[src/rtl/iir_coef_scheduler.sv]
// Coefficient bank manager for a biquad cascade: shadow bank written by the host, active bank swapped at a sample boundary.
// Latency: the swap occurs one cycle after the first lrclk strobe that follows the commit; o_coef updates on the edge leaving SWAP.
// Backpressure: o_wr_ready is low while a commit is pending; rejected writes and commits pulse o_wr_err for one cycle.
module iir_coef_scheduler #(
    parameter int NUM_SECT     = 4,
    parameter int MUTE_SAMPLES = 8,
    parameter int UNITY        = 32768
) (
    input  logic                    clk,
    input  logic                    i_rst,
    input  logic                    lrclk_posedge,
    input  logic                    i_enable,
    input  logic                    i_wr_en,
    input  logic [2:0]              i_wr_sect,
    input  logic [2:0]              i_wr_idx,
    input  logic [17:0]             i_wr_data,
    output logic                    o_wr_ready,
    input  logic                    i_commit,
    input  logic                    i_flush,
    output logic [NUM_SECT*90-1:0]  o_coef,
    output logic                    o_iir_valid,
    output logic                    o_mute,
    output logic                    o_busy,
    output logic                    o_wr_err
);

    localparam int          CW      = (MUTE_SAMPLES > 0) ? $clog2(MUTE_SAMPLES + 1) : 1;
    localparam logic [3:0]  NS      = 4'(NUM_SECT);
    localparam logic [17:0] UNITY_C = 18'(UNITY);

    typedef enum logic [1:0] {IDLE, ARMED, SWAP, MUTE} state_t;

    state_t          state_q, state_n;
    logic            flush_q, flush_n;
    logic [CW-1:0]   mute_cnt_q, mute_cnt_n;
    logic            wr_err_n;
    logic            wr_ok;
    logic            wr_accept;
    logic [17:0]     shadow_q [NUM_SECT][5];
    logic [17:0]     active_q [NUM_SECT][5];

    assign wr_ok      = ({1'b0, i_wr_sect} < NS) && (i_wr_idx <= 3'd4);
    assign wr_accept  = i_wr_en && wr_ok && ((state_q == IDLE) || (state_q == MUTE));
    assign o_wr_ready = (state_q == IDLE) || (state_q == MUTE);
    assign o_mute     = (state_q == MUTE);
    assign o_busy     = (state_q != IDLE);

    // Next-state logic: commit arming, strobe-aligned swap, mute countdown, write/commit rejection
    always_comb begin
        state_n    = state_q;
        flush_n    = flush_q;
        mute_cnt_n = mute_cnt_q;
        wr_err_n   = 1'b0;
        case (state_q)
            IDLE: begin
                if (i_wr_en && !wr_ok) wr_err_n = 1'b1;
                if (i_commit) begin
                    flush_n = i_flush;
                    state_n = ARMED;
                end
            end
            ARMED: begin
                if (i_wr_en) wr_err_n = 1'b1;
                if (lrclk_posedge) state_n = SWAP;
            end
            SWAP: begin
                if (i_wr_en) wr_err_n = 1'b1;
                if (flush_q && (MUTE_SAMPLES > 0)) begin
                    mute_cnt_n = CW'(MUTE_SAMPLES);
                    state_n    = MUTE;
                end else begin
                    state_n = IDLE;
                end
            end
            MUTE: begin
                if ((i_wr_en && !wr_ok) || i_commit) wr_err_n = 1'b1;
                if (lrclk_posedge) begin
                    mute_cnt_n = mute_cnt_q - 1'b1;
                    if (mute_cnt_q <= CW'(1)) state_n = IDLE;
                end
            end
            default: state_n = IDLE;
        endcase
    end

    // Control registers; the section valid is dropped for the single SWAP cycle of a flushing commit
    always_ff @(posedge clk) begin
        if (i_rst) begin
            state_q     <= IDLE;
            flush_q     <= 1'b0;
            mute_cnt_q  <= '0;
            o_wr_err    <= 1'b0;
            o_iir_valid <= 1'b0;
        end else begin
            state_q     <= state_n;
            flush_q     <= flush_n;
            mute_cnt_q  <= mute_cnt_n;
            o_wr_err    <= wr_err_n;
            o_iir_valid <= i_enable && !((state_n == SWAP) && flush_q);
        end
    end

    // Shadow bank: host writes land here; out-of-range or blocked writes are simply not matched
    always_ff @(posedge clk) begin
        for (int s = 0; s < NUM_SECT; s++) begin
            for (int k = 0; k < 5; k++) begin
                if (i_rst) begin
                    shadow_q[s][k] <= (k == 0) ? UNITY_C : 18'd0;
                end else if (wr_accept && (i_wr_sect == 3'(s)) && (i_wr_idx == 3'(k))) begin
                    shadow_q[s][k] <= i_wr_data;
                end
            end
        end
    end

    // Active bank: only ever reloaded on the edge that leaves SWAP
    always_ff @(posedge clk) begin
        for (int s = 0; s < NUM_SECT; s++) begin
            for (int k = 0; k < 5; k++) begin
                if (i_rst) begin
                    active_q[s][k] <= (k == 0) ? UNITY_C : 18'd0;
                end else if (state_q == SWAP) begin
                    active_q[s][k] <= shadow_q[s][k];
                end
            end
        end
    end

    // Flatten the active bank: per section {a3,a2,b3,b2,b1}, b1 in the LSBs
    for (genvar gs = 0; gs < NUM_SECT; gs++) begin : g_sect
        for (genvar gk = 0; gk < 5; gk++) begin : g_coef
            assign o_coef[gs*90 + gk*18 +: 18] = active_q[gs][gk];
        end
    end

endmodule

[config.mk]
export PLATFORM = sky130hd
export DESIGN_NAME = iir_coef_scheduler
export DESIGN_NICKNAME = d
export VERILOG_FILES = /design/src/rtl/iir_coef_scheduler.sv
export SDC_FILE = /design/constraint.sdc
export NUM_CORES = 1
export LEC_CHECK = 0
export ABC_AREA = 1
export CORE_MARGIN = 2
export CORE_UTILIZATION = 59
export DETAILED_ROUTE_END_ITERATION = 8
export GPL_TIMING_DRIVEN = 0
export PLACE_DENSITY = 0.85
export RECOVER_POWER = 50
export SETUP_SLACK_MARGIN = 0.1
export SYNTH_ARGS = -nofsm -noshare
export SYNTH_HDL_FRONTEND = slang
export SYNTH_SLANG_ARGS = --single-unit
[constraint.sdc]
create_clock -name clk -period 39.2 [get_ports clk]
set_input_delay 11.76 -clock clk [delete_from_list [all_inputs] [get_ports clk]]
set_output_delay 11.76 -clock clk [all_outputs]
set_load 0.005 [all_outputs]
[Word level (Yosys, flattened, before mapping)]
Memories as Yosys holds them, arrays and structs flattened.
Cells that the tools add are included.
Word-level totals
  bits in writable memories: 720
  memories: 2
  latch bits: 0
  register bits: 9
  ROM bits: 0
  output and inout bits: 365
Cells by class
  $mul: 0
  shift-type cells: 0
  $add $sub $neg: 1
  equality and inequality tests: 13
  reduce and logical (&&, ||, !) cells: 42
  $lt $le $gt $ge: 3
  multiplexer cells: 118
  div/mod/pow operators: 0
  bitwise gates (word level): 40
Memory list
  active_q: depth 4, bits a word 90, read ports 4, clocked after Yosys merged registers in 0, wr ports 4, line 40  | logic [17:0] active_q [NUM_SECT][5];
  shadow_q: depth 4, bits a word 90, read ports 4, clocked after Yosys merged registers in 0, wr ports 4, line 39  | logic [17:0] shadow_q [NUM_SECT][5];
Operators with widths (count)
  18-bit 2-to-1 mux: 40
  1-bit 2-to-1 mux: 68
  1-bit bitwise OR: 40
  1-bit logical AND: 30
  3-bit by 2-bit equality test with 1-bit output (second input constant): 4
  2-bit 2-to-1 mux: 5
  4-bit 2-to-1 mux: 2
  2-bit one-hot mux with 4 select lines: 1
  4-bit one-hot mux with 2 select lines: 1
  2-bit equality test (second input constant): 3
  3-bit by 1-bit equality test with 1-bit output (second input constant): 2
  3-bit zero test: 2
  4-bit by 1-bit less-or-equal comparator with 1-bit output (second input constant): 1
  2-bit inequality test (second input constant): 2
  2-bit nonzero test: 2
  4-bit by 1-bit subtractor with 4-bit output (second input constant): 1
  3-bit equality test (second input constant): 1
  3-bit less-or-equal comparator (second input constant): 1
  3-bit less-than comparator (second input constant): 1
  1-bit one-hot mux with 3 select lines: 1
  3-bit AND reduction: 1
  2-bit by 1-bit equality test with 1-bit output (second input constant): 1
  1-bit zero test: 2
  2-bit zero test: 1
  other kinds (3): 4

[Logic depth before layout (Yosys ltp)]
Gate-level depths: netlist of the first run.
  word-level depth: 10
  gate-level depth with buffers: 10
  gate-level depth less buffers: 10

[Least setup slack after synthesis of the first run]
OpenSTA, ideal clock, no wires.
  path kind: in2reg
  start point: input port i_rst
  end point: memory active_q[0][0] in the netlist's numbering, enable pin
  stages: 5
  buffers on the path: 3
  setup slack: 18.069 ns
  arrival time: 18.455 ns
  required time: 36.524 ns
  cells stage by stage: clkinv_1 -> buf_4 -> clkbuf_1 -> buf_2 -> nand2_1
RTL lines
  from (decl): line 10  | input logic i_rst,
  to (decl): line 40

==> impl_metrics.toml, run 1 <==
[yosys]
synth.distinct_cells = 31
yosysWarnings = 0
yosysTopAreaCellShare_pct = 77.9
synth.area.top_cells = "edfxtp_1, nor2_1, inv_1"
synthCells = 2086
syn_area_per_cell_um2 = 13.3
ys_seq_area_share_pct = 78.6
syn_area_um2 = 27700
synth_top_area_cell = "edfxtp_1"
synth_nets = 2124
ys_ff_latch = 729

[placement]
portBuffers = 394
pre_cts_slack_ns = 23.55
gp_congestion = 0.854
placed_area_um2 = 32600
place_inst = 3092
dp_hpwl_mm = 47.1

[worst_hold_path]
hp-start = "shadow_q[3][87]"
hp-class = "reg2reg"

[grt]
grt_pass1_wl_mm = 104
overflow = 0
grt_pass1_vias = 17261
antenna_found_initial = 1
grt_max_degree = 75
grt.total_usage_pct = 29.0
globalRouteMet2Util_pct = 47.4
met1_usage_pct = 36.4
gr-usage-met3_pct = 6.32
grt-busiest-layer = "met2"

[finish]
final_area_um2 = 34300
fillCellCount = 2752
fin_nets = 2594
drive_above_1_share_pct = 6.57
syn_to_final_growth_pct = 23.8
stdcell_count = 3211

[timing]
skew_ns = 0.0213
tightestPinTransition_ns = 2.08
max_slew_margin_pct = -40.0
finalCritPeriodShare_pct = 38.7
rsz0062_at_grt = "no"
setup_violations = 0
setup_slack_ns = 24.02
period_minus_slack_ns = 15.18
fmax_mhz = 65.9
hold_violations = 0
slew_viol_final = 18
tns_ns = 0

[power_and_ir_drop]
p_leak_nw = 13.8
ir_worst_vdd_uv = 39.5
p_per_area_nw_per_um2 = 48.7

[status]
status = "finished, violations left"
violations = "max-capacitance violations, max-slew violations"

[detailed_routing]
drt-pass1-iter-count = 5
remaining_drc_errors = 0
ant_nets = 0
wirelength_mm = 71.2
vias = 17101
drtIter0Drc = 1911
drt-vias-per-instance = 5.33
avgRoutedWirePerCell_um = 22.2

[clock_tree]
cts_sinks = 729
cts_tree = "done"
cts_setup_buffers = 0
clockRootBuffer = "clkbuf_16"
clkTransAtPathRegs_ns = 0.06
clock_latency_ns = 0.60
htree_levels = 3
cts.repair.resized = 0
clock_path_buffers = 3
hold_buffers = 0
cts_buffers = 69

[floorplan]
io_pins = 396
die_w_um = 221
rows = 79
floorplan.initialDensity_pct = 59.7
die_h_um = 221
core_um2 = 46500
die-area_um2 = 48800

[worst_setup_path]
endpoint_kind = "flop"
crit_type = "in2reg"
critical_path.startpoint_type = "primary input"
crit_arrival_ns = 15.43
critPathLaunch = "i_rst"
crit_required_ns = 39.45
worstPathMaxFanout = 74
reg2reg_from = "state_q[1]"

[run]
cap_violations = 2
[area by class of cell]
cell class	instances	area, um^2	area share (%)
Timing Repair Buffer	399	4080	11.9
Antenna cell	1	2.50	0.00729
Clock inverter	32	408	1.19
Buffer	106	412	1.20
Sequential cell	729	21800	63.5
Tap cell	607	759	2.21
Clock buffer	86	1830	5.34
Inverter	397	1490	4.34
Multi-Input combinational cell	854	3560	10.4
[cell usage in the layout, fill, tap and decap left out, types with 3 or more instances in the layout]
cell type / netlist / final
edfxtp_1: 720 / 720
nor2_1: 657 / 664
inv_1: 393 / 395
dlygate4sd3_1: 0 / 365
clkbuf_1: 76 / 116
clkbuf_16: 0 / 71
nor2_2: 64 / 61
nand2_1: 59 / 59
clkdlybuf4s50_1: 0 / 29
nand3_1: 7 / 26
clkinv_1: 1 / 12
bufinv_16: 0 / 10
a21oi_1: 9 / 9
dfxtp_1: 9 / 9
o21ai_0: 7 / 8
ha_1: 7 / 7
clkinv_2: 0 / 7
nand4_1: 4 / 5
buf_16: 0 / 5
or2_2: 4 / 4
clkinvlp_4: 0 / 3
[logic make-up after synthesis]
| family | share of synthesized area, % |
|---|---|
| adders and majority gates | 0.316 |
| DFF | 78.6 |
| xor gates and xnor gates | 0.0632 |
| and+or+nand+nor | 13.1 |
| buffers and inverters | 7.55 |
| AOI/OAI and AO/OA | 0.388 |
[metrics by stage]
step / util [%] / hold WS, ns / power (mW)
floorplan: - / 0.445 / 0.960
global placement: 69.8 / 0.466 / 1.03
detailed placement: 70.1 / 0.491 / 1.02
CTS: 75.0 / 0.506 / 1.68
global route: 73.9 / 0.529 / 1.71
finish: 73.9 / 0.504 / 1.67
[state kept, by name, summed over array words and instances, names as in the netlist]
register and count:
active_q 360, mute_cnt_q 4, o_wr_err 1, o_iir_valid 1, flush_q 1, state_q 2
shadow_q 360
[worst paths after layout]
check                                        to  slack [ns]  cells past startpoint
worst max-delay path            active_q[3][85]       24.02                      8
worst min-delay path            active_q[3][87]        0.50                      1
worst max register to register  shadow_q[0][65]       35.75                      9
worst min register to register  active_q[3][87]        0.50                      1
[worst max-delay path: stages]
cell	delay [ns]
dlygate4sd3_1	0.75
clkinv_1	0.39
clkbuf_1	0.38
clkbuf_1	0.39
buf_2	0.36
nand2_4	0.56
buf_16	0.38
buf_16	0.36
[synth_stat cells]
cell type	number
a211oi_1	1
buf_1	1
inv_1	393
buf_6	17
inv_2	3
nand3_1	7
nor2_1	657
buf_12	4
nor2_4	4
nand2_4	2
nand4_4	1
a21boi_0	1
clkbuf_1	76
nor3_4	3
nand2_1	59
o211ai_1	1
o21ai_0	7
xnor2_1	2
ha_1	7
nand3_2	4
buf_4	2
o21ai_1	1
dfxtp_1	9
or2_2	4
clkinv_1	1
a21oi_1	9
nand4_1	4
edfxtp_1	720
nor2_2	64
buf_2	6
nand3_4	16
[power by group]
group          total, mW  internal, mW  switching, mW
Combinational     0.0958        0.0349         0.0608
Sequential         0.901         0.889         0.0122
Clock              0.675         0.397          0.279
Total               1.67          1.32          0.352
[layer usage]
layer | share of wire (%) | up-vias
met5 | 0 | -
met2 | 49 | 988
met4 | 5.7 | 0
met3 | 8.6 | 225
met1 | 37 | 8301
li1 | - | 7587
(Power assumes the default switching activity.)
==> run 2: changes to the inputs <==
--- a/config.mk
+++ b/config.mk
@@ -7,10 +7,10 @@
 export LEC_CHECK = 0
 export ABC_AREA = 1
 export CORE_MARGIN = 2
-export CORE_UTILIZATION = 59
+export CORE_UTILIZATION = 49
 export DETAILED_ROUTE_END_ITERATION = 8
 export GPL_TIMING_DRIVEN = 0
-export PLACE_DENSITY = 0.85
+export PLACE_DENSITY = 0.76
 export RECOVER_POWER = 50
 export SETUP_SLACK_MARGIN = 0.1
 export SYNTH_ARGS = -nofsm -noshare
==> constraint.sdc (replaced) <==
create_clock -name clk -period 12.4 [get_ports clk]
set_input_delay 3.72 -clock clk [delete_from_list [all_inputs] [get_ports clk]]
set_output_delay 3.72 -clock clk [all_outputs]
set_load 0.005 [all_outputs]
==> impl_metrics.toml, run 2 (synthesis results as in run 1) <==
[power_and_ir_drop]
intPower_mw = 4.20
seqPwrFrac_pct = 53.4
switchingPower_mw = 1.13
p_clk_share_pct = 41.1
p_leak_nw = 13.9
p_sw_share_pct = 21.2
ir_worst_vdd_uv = 110
pwr-share-comb_pct = 5.5
p_per_area_nw_per_um2 = 154

[clock_tree]
hold_buffers = 0
htree_levels = 3
clkTransAtPathRegs_ns = 0.06
cts_buffers = 73
cts.repair.resized = 0
clockRootBuffer = "clkbuf_16"
cts_sinks = 729
clock_latency_ns = 0.61
cts_setup_buffers = 0
clock_path_buffers = 3
cts_tree = "done"

[finish]
final_common_cell = "edfxtp_1"
fillCellCount = 4130
drive_above_1_share_pct = 6.78
syn_to_final_growth_pct = 24.7
fin_nets = 2596
num_antenna_cells = 0
final_area_um2 = 34600
most-common-layout-cells = "edfxtp_1, nor2_1, inv_1"
finish.utilization_pct = 61.6
top_regs = "active_q (360), shadow_q (360), mute_cnt_q (4)"

[timing]
tightestPinTransition_ns = 1.33
skew_ns = 0.0252
rsz0062_at_grt = "no"
setup_violations = 0
fmax_mhz = 138
finalCritPeriodShare_pct = 58.6
slew_viol_final = 0
period_minus_slack_ns = 7.26
max_slew_margin_pct = 11.5
hold_violations = 0

[status]
status = "complete, no violations"

[grt]
antenna_found_initial = 0
overflow = 0
grt.total_usage_pct = 23.2
grt_max_degree = 101
grt_pass1_wl_mm = 99.6
grt_pass1_vias = 16427

[detailed_routing]
drtIter0Drc = 1492
remaining_drc_errors = 0
wirelength_mm = 68.5
vias = 16549
drt-pass1-iter-count = 7
drt-vias-per-instance = 4.92
avgRoutedWirePerCell_um = 20.4
ant_nets = 0

[worst_setup_path]
cpMaxStageDelayCell = "dlygate4sd3_1"
reg2reg_slack_ns = 9.07
crit_required_ns = 12.65
cp_cell_sequence = "dlygate4sd3_1 > clkinv_1 > clkbuf_1 > clkbuf_1 > buf_2 > nand2_8 > buf_16 > buf_16"
endpoint_kind = "flop"
slowest_delay_ns = 0.73
crit_arrival_ns = 7.51
path_delay_family = "buffers and inverters"
critical_path.startpoint_type = "primary input"
crit_type = "in2reg"
critPathBufInv = 7
worstPathMaxFanout = 95

[floorplan]
rows = 87
die-area_um2 = 58500
die_w_um = 242
io_pins = 396
core_um2 = 56200
die_h_um = 242
floorplan.initialDensity_pct = 49.4

[worst_hold_path]
hp-class = "reg2reg"

[run]
cap_violations = 0

[placement]
placed_area_um2 = 32700
dp_hpwl_mm = 46.3
gp_congestion = 0.823
portBuffers = 394
-- run 2: changes by cell type in the layout (fill, tap and decap cells not counted), moves of 2 or more --
cell and change:
buf_16 -2, clkbuf_1 +2, clkbuf_16 +3, clkinv_1 +2, clkinv_2 +3, clkinvlp_4 -2, inv_6 +2, nor3_1 -2
nor3_4 +2
-- run 2: final timing paths --
kind | from | endpoint | depth (start not counted)
min | shadow_q[2][87] | active_q[2][87] | 1
max reg2reg | state_q[1] | shadow_q[0][31] | 9
max | i_rst | active_q[3][87] | 8
min reg2reg | shadow_q[2][87] | active_q[2][87] | 1
-- run 2: layout make-up --
cell class / instances / area [um^2] / share of cell area (%)
well taps: 756 / 946 / 2.73
clock buffers: 91 / 1920 / 5.54
plain buffers: 106 / 412 / 1.19
repair buffers: 397 / 4030 / 11.6
inverters: 397 / 1490 / 4.31
flip-flops and latches: 729 / 21800 / 63.0
clock inverters: 37 / 419 / 1.21
multi-input cells: 854 / 3580 / 10.4
-- run 2: through the flow --
stage               cells  setup TNS, ns  total power, mW  hold slack [ns]  setup slack [ns]
global route         3367              0             5.47            0.498              4.94
global placement     3236         -23.79             3.24            0.470            -0.101
floorplan            2086              0             3.02            0.445              3.05
CTS                  3367              0             5.39            0.497              5.27
finish               3367              0             5.34            0.495              5.14
detailed placement   3239              0             3.23            0.492              4.63
-- run 2: worst reg2reg max path: stages (launching register included) --
cell and delay [ns]:
dfxtp_1 0.41, inv_1 0.13, ha_1 0.31, inv_1 0.09
nand4_1 0.21, nor2_1 0.30, clkbuf_1 0.64, nand3_1 0.49
clkbuf_1 0.43, nor2_2 0.19
-- run 2: power by group through the flow --
stage / clock (mW) / combinational, mW / sequential [mW]
3_3_place_gp: 0 / 0.312 / 2.92
6_report: 2.19 / 0.295 / 2.85
4_1_cts: 2.21 / 0.325 / 2.85
3_5_place_dp: 0 / 0.323 / 2.90
2_1_floorplan: 0 / 0.111 / 2.91
5_1_grt: 2.29 / 0.315 / 2.86
-- run 2: routing by layer --
layer  share of wire [%]  vias up  GRT usage (%)
met5                   0        -              0
li1                    -     7581              -
met2                  49      774           38.9
met4                 3.8        0           9.89
met1                  39     8052           29.9
met3                 8.6      142           4.51
==> edit (settings of run 1) <==
`MUTE_SAMPLES`: 8 -> 16.
--- a/src/rtl/iir_coef_scheduler.sv
+++ b/src/rtl/iir_coef_scheduler.sv
@@ -5,3 +5,3 @@
     parameter int NUM_SECT     = 4,
-    parameter int MUTE_SAMPLES = 8,
+    parameter int MUTE_SAMPLES = 16,
     parameter int UNITY        = 32768
Function: not settled (the Yosys comparison gave no result); the edit may change what the design does.
==> edit against run 1 <==
Wire length shrank 0.36%. Total power shrank 0.56%. Worst setup slack lost 250 ps. Utilization shrank 0.064 points. First-iteration DRC count grew 6.3%. Fmax shrank 1.6%. Critical path depth grew 1. Sequential cell count grew 1. Count of clock-buffer cells in the layout grew 3. Area after synthesis shrank 0.41%. Final area shrank 0.30%. Critical path type unchanged.
==> edit: results (changes against run 1) <==
| Metric | Value |
|---|---|
| Status | `completed` |
| Number of DRC markers in iteration 0 | `2032 (+6.3%)` |
| Fillcell total | `2671 (-2.9%)` |
| Clock Skew | `19.8 ps (-1.47 ps)` |
| Mapped Cells | `2095 (+0.43%)` |
| Pre-CTS WS | `23350 ps (-203 ps)` |
| Via Count | `17200 (+0.55%)` |
| Routed length on met1 | `25500 um (-2.8%)` |
| Critical Path Fanout Max | `79 (+6.8%)` |
| CP Data Arrival Time | `15690 ps (+260 ps)` |
| Switching Share | `0.215 (+0.00503)` |
| Biggest regs | `active_q x360, shadow_q x360, mute_cnt_q x5` |
| GR Util met2 | `0.479 (+0.00470)` |
| Area post-placement | `32500 um^2 (-0.38%)` |
| Post-Place Cells | `3101 (+0.29%)` |
| R2R setup slack | `35660 ps (-90 ps)` |
| Met2 WL post-DR | `34800 um (about the same)` |
| Dominant cells by area after synthesis | `edfxtp_1, nor2_1, inv_1, clkbuf_1, nand3_4` |
| WL per Instance | `22.0 um (-0.67%)` |
| Top cells by count, synth | `edfxtp_1, nor2_1, inv_1` |
| Net Switching | `0.000358 W (+1.8%)` |
| Post-Route WL | `71000 um (-0.36%)` |
| Pwr/cell area | `48.6 nW/um^2 (-0.27%)` |
| GRT Util Overall | `0.293 (+0.00263)` |
| Inserted Clock Buffers | `70 (+1.4%)` |
| First-pass GRT wire length | `101000 um (-3.0%)` |
edit: changes by cell type after synthesis, sizes merged, moves of 2 or more:
cell | run 1 | this run
xnor2 | 2 | 0
nor2 | 725 | 720
nand2 | 61 | 69
o21bai | 0 | 2
nand3 | 27 | 25
nor3 | 3 | 7
edit: layout make-up:
type | count | area share
Tap cell | 607 | 0.0222
Clock inverter | 30 | 0.00913
Buffer | 106 | 0.0119
Sequential cell | 730 | 0.637
Antenna cell | 1 | 0.0000731
Timing Repair Buffer | 399 | 0.119
Inverter | 398 | 0.0437
Clock buffer | 89 | 0.0551
Multi-Input combinational cell | 861 | 0.102
edit: final timing paths:
path,to,from,cells past startpoint
hold reg to reg,flush_q$_SDFFE_PP0P_,flush_q$_SDFFE_PP0P_,2
setup reg to reg,shadow_q[3][25]$_SDFFCE_PN0P_,state_q[1]$_SDFF_PP0_,9
setup / recovery,active_q[3][13]$_SDFFCE_PN0P_,i_rst,9
hold / removal,flush_q$_SDFFE_PP0P_,flush_q$_SDFFE_PP0P_,2
